==> src/rtl/maj_tt_pkg.sv <==
// Shared constants, select encoding, gate descriptor and FSM state for the
// MAJ3 truth-table sequencer. Optional feature macro: MAJ_INV_EN.
package maj_tt_pkg;

  localparam int NUM_INPUTS = 7;
  localparam int NUM_GATES  = 6;
  localparam int TT_W       = 128;
  localparam int SEL_W      = 4;

  typedef logic [SEL_W-1:0] sel_t;

  localparam sel_t SEL_ZERO = 4'd0;
  localparam sel_t SEL_X0   = 4'd1;
  localparam sel_t SEL_X6   = 4'd7;
  localparam sel_t SEL_W0   = 4'd8;
  localparam sel_t SEL_W5   = 4'd13;

`ifdef MAJ_INV_EN
  typedef struct packed {
    logic [2:0] inv;
    sel_t       c;
    sel_t       b;
    sel_t       a;
  } gate_t;
`else
  typedef struct packed {
    sel_t c;
    sel_t b;
    sel_t a;
  } gate_t;
`endif

  localparam int GATE_W = $bits(gate_t);

  typedef enum logic [1:0] {
    IDLE = 2'd0,
    EVAL = 2'd1,
    DONE = 2'd2
  } state_t;

  function automatic logic [2:0] clamp_n(logic [2:0] v);
    return (v > 3'(NUM_GATES)) ? 3'(NUM_GATES) : v;
  endfunction

endpackage

==> src/rtl/maj_tt_sequencer_if.sv <==
// Config/control bundle of the sequencer. master = host, slave = sequencer.
// cfg_we/addr/gate/ngates/start in, busy/done/tt out.
interface maj_tt_sequencer_if;
  import maj_tt_pkg::*;

  logic              cfg_we;
  logic [2:0]        cfg_addr;
  logic [GATE_W-1:0] cfg_gate;
  logic [2:0]        cfg_ngates;
  logic              start;
  logic              busy;
  logic              done;
  logic [TT_W-1:0]   tt;

  modport master (
    output cfg_we, cfg_addr, cfg_gate,
    output cfg_ngates, start,
    input  busy, done, tt
  );

  modport slave (
    input  cfg_we, cfg_addr, cfg_gate,
    input  cfg_ngates, start,
    output busy, done, tt
  );

endinterface

==> src/rtl/maj3_unit.sv <==
// Shared combinational MAJ3; with MAJ_INV_EN each operand may be complemented.
// Ports: a,b,c operands, inv={ic,ib,ia} (MAJ_INV_EN only), y result.
module maj3_unit (
  input  logic       a,
  input  logic       b,
  input  logic       c,
`ifdef MAJ_INV_EN
  input  logic [2:0] inv,
`endif
  output logic       y
);

  logic a_e;
  logic b_e;
  logic c_e;

`ifdef MAJ_INV_EN
  assign a_e = a ^ inv[0];
  assign b_e = b ^ inv[1];
  assign c_e = c ^ inv[2];
`else
  assign a_e = a;
  assign b_e = b;
  assign c_e = c;
`endif

  assign y = (a_e & b_e) | (a_e & c_e) | (b_e & c_e);

endmodule

==> src/rtl/maj_tt_sequencer.sv <==
// Evaluates a 6-gate MAJ3 network over all 128 input patterns, one gate per
// cycle. Ports: clk, rst_n, bus (slave). Optional macro: MAJ_INV_EN.
module maj_tt_sequencer
  import maj_tt_pkg::*;
(
  input  logic              clk,
  input  logic              rst_n,
  maj_tt_sequencer_if.slave bus
);

  state_t                state;
  gate_t                 prog [NUM_GATES];
  logic [NUM_GATES-1:0]  w;
  logic [6:0]            p;
  logic [2:0]            g;
  logic [2:0]            n;
  logic                  busy_q;
  logic                  done_q;
  logic [TT_W-1:0]       tt_q;

  gate_t cur;
  logic  opa;
  logic  opb;
  logic  opc;
  logic  res;

  // Node k is only visible to gates after it; anything else reads 0.
  function automatic logic operand(
    sel_t                 sel,
    logic [6:0]           pat,
    logic [NUM_GATES-1:0] nodes,
    logic [2:0]           gi
  );
    logic       r;
    logic [3:0] idx;
    r   = 1'b0;
    idx = 4'd0;
    unique case (1'b1)
      (sel >= SEL_X0 && sel <= SEL_X6): begin
        idx = sel - SEL_X0;
        r   = pat[idx[2:0]];
      end
      (sel >= SEL_W0 && sel <= SEL_W5): begin
        idx = sel - SEL_W0;
        r   = (idx[2:0] < gi) ? nodes[idx[2:0]] : 1'b0;
      end
      default: r = 1'b0;
    endcase
    return r;
  endfunction

  assign cur = prog[g];
  assign opa = operand(cur.a, p, w, g);
  assign opb = operand(cur.b, p, w, g);
  assign opc = operand(cur.c, p, w, g);

  maj3_unit u_maj3 (
    .a   (opa),
    .b   (opb),
    .c   (opc),
`ifdef MAJ_INV_EN
    .inv (cur.inv),
`endif
    .y   (res)
  );

  always_ff @(posedge clk or negedge rst_n) begin
    if (!rst_n) begin
      for (int i = 0; i < NUM_GATES; i++) begin
        prog[i] <= '0;
      end
    end else if (bus.cfg_we && !busy_q &&
                 bus.cfg_addr < 3'(NUM_GATES)) begin
      prog[bus.cfg_addr] <= gate_t'(bus.cfg_gate);
    end
  end

  always_ff @(posedge clk or negedge rst_n) begin
    if (!rst_n) begin
      state  <= IDLE;
      busy_q <= 1'b0;
      done_q <= 1'b0;
      tt_q   <= '0;
      p      <= '0;
      g      <= '0;
      w      <= '0;
      n      <= '0;
    end else begin
      unique case (state)
        IDLE: begin
          if (bus.start) begin
            n <= clamp_n(bus.cfg_ngates);
            p <= '0;
            g <= '0;
            w <= '0;
            if (bus.cfg_ngates == 3'd0) begin
              tt_q   <= '0;
              done_q <= 1'b1;
              state  <= DONE;
            end else begin
              busy_q <= 1'b1;
              state  <= EVAL;
            end
          end
        end
        EVAL: begin
          w[g] <= res;
          if (g == n - 3'd1) begin
            tt_q[p] <= res;
            g       <= '0;
            w       <= '0;
            if (p == 7'd127) begin
              busy_q <= 1'b0;
              done_q <= 1'b1;
              state  <= DONE;
            end else begin
              p <= p + 7'd1;
            end
          end else begin
            g <= g + 3'd1;
          end
        end
        DONE: begin
          done_q <= 1'b0;
          state  <= IDLE;
        end
        default: begin
          busy_q <= 1'b0;
          done_q <= 1'b0;
          state  <= IDLE;
        end
      endcase
    end
  end

  assign bus.busy = busy_q;
  assign bus.done = done_q;
  assign bus.tt   = tt_q;

endmodule

==> src/flat_wrapper.sv <==
// flat-port wrapper written by rule: the top's interface ports become plain ports
module maj_tt_sequencer_flat import maj_tt_pkg::*;
  (clk, rst_n, bus_cfg_we, bus_cfg_addr, bus_cfg_gate, bus_cfg_ngates, bus_start, bus_busy, bus_done, bus_tt);
  maj_tt_sequencer_if bus_i ();
  input  logic clk;
  input  logic rst_n;
  input wire logic [$bits(bus_i.cfg_we)-1:0] bus_cfg_we;
  input wire logic [$bits(bus_i.cfg_addr)-1:0] bus_cfg_addr;
  input wire logic [$bits(bus_i.cfg_gate)-1:0] bus_cfg_gate;
  input wire logic [$bits(bus_i.cfg_ngates)-1:0] bus_cfg_ngates;
  input wire logic [$bits(bus_i.start)-1:0] bus_start;
  output wire logic [$bits(bus_i.busy)-1:0] bus_busy;
  output wire logic [$bits(bus_i.done)-1:0] bus_done;
  output wire logic [$bits(bus_i.tt)-1:0] bus_tt;
  assign bus_i.cfg_we = bus_cfg_we;
  assign bus_i.cfg_addr = bus_cfg_addr;
  assign bus_i.cfg_gate = bus_cfg_gate;
  assign bus_i.cfg_ngates = bus_cfg_ngates;
  assign bus_i.start = bus_start;
  assign bus_busy = bus_i.busy;
  assign bus_done = bus_i.done;
  assign bus_tt = bus_i.tt;
  maj_tt_sequencer u_core (.clk(clk), .rst_n(rst_n), .bus(bus_i));
endmodule
==> config.mk <==
export PLATFORM = sky130hd
export DESIGN_NAME = maj_tt_sequencer_flat
export DESIGN_NICKNAME = d
export VERILOG_FILES = /design/src/rtl/maj_tt_pkg.sv /design/src/rtl/maj_tt_sequencer_if.sv /design/src/rtl/maj3_unit.sv /design/src/rtl/maj_tt_sequencer.sv /design/src/flat_wrapper.sv
export SDC_FILE = /design/constraint.sdc
export NUM_CORES = 1
export LEC_CHECK = 0
export ABC_AREA = 1
export CAP_MARGIN = 20
export CELL_PAD_IN_SITES_DETAIL_PLACEMENT = 1
export CELL_PAD_IN_SITES_GLOBAL_PLACEMENT = 2
export CORE_MARGIN = 3
export CORE_UTILIZATION = 32
export CTS_CLUSTER_DIAMETER = 30
export DETAILED_ROUTE_END_ITERATION = 16
export HOLD_SLACK_MARGIN = 0.05
export PLACE_DENSITY = 0.76
export RECOVER_POWER = 100
export SLEW_MARGIN = 20
export SYNTH_ARGS = -nofsm -noshare
export SYNTH_HDL_FRONTEND = slang
export SYNTH_SLANG_ARGS = --single-unit
==> constraint.sdc <==
create_clock -name clk -period 3.15 [get_ports clk]
set_clock_uncertainty 0.05 [all_clocks]
set_input_delay 0.63 -clock clk [delete_from_list [all_inputs] [get_ports clk]]
set_output_delay 0.63 -clock clk [all_outputs]
set_load 0.005 [all_outputs]
==> flow_summary.yaml <==
yosys:
  synth_top_area_share_pct: 43.0
  synth.avg_cell_area_sq_um: 7.08
  cells_after_synthesis: 1831
  ys_seq_elements: 223
  synth_ff_type: "sky130_fd_sc_hd__dfrtp_1"
  edff_count_synth: 0
  synthDominantAreaCellType: "sky130_fd_sc_hd__dfrtp_1"
  seq_area_frac_synth_pct: 43.0
  synth.cell_area_sq_um: 13000
  netlist_top_cells_area: "sky130_fd_sc_hd__dfrtp_1, sky130_fd_sc_hd__nand2_1, sky130_fd_sc_hd__o21ai_0"
  synth_fp_nets: 1865
  ys_async_sr_fraction_pct: 100
  ys_types: 38
  ys_warn_count: 0
die:
  ios: 152
  die-height_um: 207
  floorplan.rows: 73
  area_of_the_die_sq_um: 43000
  fp.coreArea_sq_um: 39900
  floorplan.initialDensity_pct: 32.5
  die_w_um: 207
global_route:
  global_route_wire_length_before_repair_mm: 77.7
  globalRouteTotalUtil_pct: 22.0
  grt_pass1_vias: 13800
  grt_antenna_before_repair: 0
  gr-total-overflow: 0
  grt_start_max_net_pins: 132
timing:
  tightest_slew_ps: 1920
  drv_slew: 65
  fin_crit_sh_pct: 95.8
  worst_hold_slack_ps: 419
  max_slew_margin_vs_limit_pct: -28.3
  timing_hold_violations_final: 0
  setup_violations: 0
  fmaxAchievable_mhz: 331
  finalCriticalPeriod_ps: 3020
worst_setup_path:
  timing.critical_path.from: "u_core.g[0]"
  timing.critical_path.cells: "buf_4 > clkbuf_16 > nand3_1 > nand3_1 > nor2_4 > ha_1 > or2_2 > o21ai_2 > inv_1 > nand2_1 > a21oi_1 > nand3_1 > nand2_4 > inv_4 > nand2_8 > clkbuf_16 > nand3_1 > nand2_1"
  crit_path_frequent_cell: "sky130_fd_sc_hd__nand3_1"
  critPathMaxFanout: 20
  path_depth: 18
  required_ps: 3560
  worstRegToRegCells: 18
  cp_top_family: "simple AND/OR/NAND/NOR gates"
  r2r_slack_ps: 130
  crit_path_top_delay_cell: "sky130_fd_sc_hd__dfrtp_2"
  crit_end: "u_core.bus.tt[95]"
  crit-reg2reg-capture: "u_core.bus.tt[95]"
  timing.setup.critical_path_class: "reg -> reg"
  crit_path_max_incr_delay_ps: 510
  rr_startpoint: "u_core.g[0]"
  worstSetupEndpointType: "flop"
  setup.worst_path.start_class: "flop"
  crit_arrival_ps: 3420
  cp_num_buf_inv: 5
place:
  place_area_sq_um: 15100
  number_of_cells_in_the_design_after_placement: 2431
  port_buffer_cells: 151
  place.gp.congestion: 0.843
  dp.final_hpwl_mm: 29.8
clock_tree:
  cts.sink_count: 223
  clock_pin_slew_of_the_registers_on_the_worst_case_setup_and_hold_paths_ps: 40
  h-tree-depth: 3
  cts.root.buffer_cell: "sky130_fd_sc_hd__clkbuf_16"
  clock_path_buffers: 3
  tritoncts_clock_tree: "built"
  cts-buffers-inserted: 75
  clock_insertion_delay_worst_skew_ps: 570
finish:
  design_area_sq_um: 18100
  layout_commonest_cell: "sky130_fd_sc_hd__nand2_1"
  insertedDiodeCount: 0
  highest_count_cells_in_the_layout_ignoring_fill_and_taps: "sky130_fd_sc_hd__nand2_1, sky130_fd_sc_hd__o21ai_0, sky130_fd_sc_hd__dfrtp_1"
  fillerInstances: 4843
  final_core_density_pct: 45.4
  post_layout_net_count: 2053
  drive_gt1_share_pct: 13.2
  final_cells: 2601
  area_growth_pct: 39.9
detailed_routing:
  wl_per_cell_um: 19.6
  detailedRoute.firstIterationViolations: 752
  drt-vias-per-instance: 5.13
  num_vias: 13300
  drc: 0
  drt_wl_total_mm: 51.1
  detail_route.first_pass.iterations: 5
  antenna_left: 0
worst_hold_path:
  hold_class: "reg -> reg"
job:
  max_cap_violations: 1
outcome:
  result_of_the_run: "finished with violations"
  failed_checks: "capacitance limit, slew limit"
==> sequential cells by signal, summed over array words and instances, names as in the netlist <==
signal	flops
u_core.state	2
u_core.bus.busy	1
u_core.bus.done	1
u_core.bus.tt	128
u_core.p	7
u_core.n	3
u_core.w	6
u_core.g	3
u_core.prog	72
==> worst min-delay path by stage <==
stage	startpoint	end	slack, ps	depth (start not counted)
3_3_place_gp	u_core.bus.tt[0]	u_core.bus.tt[0]	410	2
4_1_cts	u_core.bus.tt[11]	u_core.bus.tt[11]	430	2
6_report	u_core.bus.tt[11]	u_core.bus.tt[11]	420	2
2_1_floorplan	rst_n	u_core.bus.busy	280	0
3_5_place_dp	u_core.bus.tt[75]	u_core.bus.tt[75]	420	2
5_1_grt	u_core.bus.tt[3]	u_core.bus.tt[3]	450	2
==> cell type report <==
class                           count  area (sq um)  share of cell area [%]
Clock inverter                     18           131                   0.724
Sequential cell                   223          5580                    30.8
Inverter                          110           430                    2.37
Clock buffer                      116          2270                    12.5
Multi-Input combinational cell   1365          6400                    35.3
Tap cell                          525           657                    3.62
Timing Repair Buffer              244          2660                    14.7
==> tightest hold or removal path, delay by kind of cell (launching register included) <==
kind / cells / cell delay [ps]
DFF: 1 / 330
and+or+nand+nor: 2 / 100
==> what timing repair did <==
item / in CTS / in global routing
setup endpoints to repair: 83 / 134
setup buffers: 0 / 15
hold buffers: 1 / 0
endpoints found under the hold margin: 62 / 0
gates resized for setup: 2 / 37
gates cloned: 0 / 20
pin swaps: 0 / 7
==> synthesized netlist by cell type (7+ instances only) <==
cell,n
sky130_fd_sc_hd__nand3_2,21
sky130_fd_sc_hd__o21ai_0,221
sky130_fd_sc_hd__dfrtp_1,223
sky130_fd_sc_hd__nor2_1,61
sky130_fd_sc_hd__inv_1,97
sky130_fd_sc_hd__nand3_1,187
sky130_fd_sc_hd__nand2_1,666
sky130_fd_sc_hd__ha_1,12
sky130_fd_sc_hd__buf_4,20
sky130_fd_sc_hd__clkbuf_1,77
sky130_fd_sc_hd__a21oi_1,10
sky130_fd_sc_hd__nand2_2,8
sky130_fd_sc_hd__buf_6,14
sky130_fd_sc_hd__buf_2,20
sky130_fd_sc_hd__nand4_1,11
sky130_fd_sc_hd__nor2_2,7
sky130_fd_sc_hd__inv_2,9
sky130_fd_sc_hd__nor3_1,136
==> cell families (layout without fill, tap and decap cells) <==
| logic type | after synthesis | after routing | synth area share [%] |
|---|---|---|---|
| and+or+nand+nor | 1107 | 1110 | 37.2 |
| buffers and inverters | 246 | 488 | 8.98 |
| AOI/OAI and AO/OA | 240 | 240 | 9.45 |
| DFF | 223 | 223 | 43.0 |
| adders and majority gates | 12 | 12 | 1.16 |
| xor gates and xnor gates | 3 | 3 | 0.203 |
==> metal layers <==
layer / vias up / wire [um] / track usage (%)
met5: - / 0 / 0
met4: 0 / 1000 / 7.12
met3: 74 / 2430 / 3.64
met2: 305 / 23700 / 35.1
met1: 6609 / 23900 / 30.7
li1: 6358 / - / -
==> per-stage QoR <==
stage | TNS [ps] | setup slack, ps
final | 0 | 132
after global routing | -16.8 | -7.90
after CTS | 0 | 62.0
after detailed placement | -341 | -17.3
after global placement | 0 | 87.4
after floorplan | 0 | 439
Power is not shown: default switching activity piles up to over one toggle a cycle in this logic, so the estimate is an artifact.
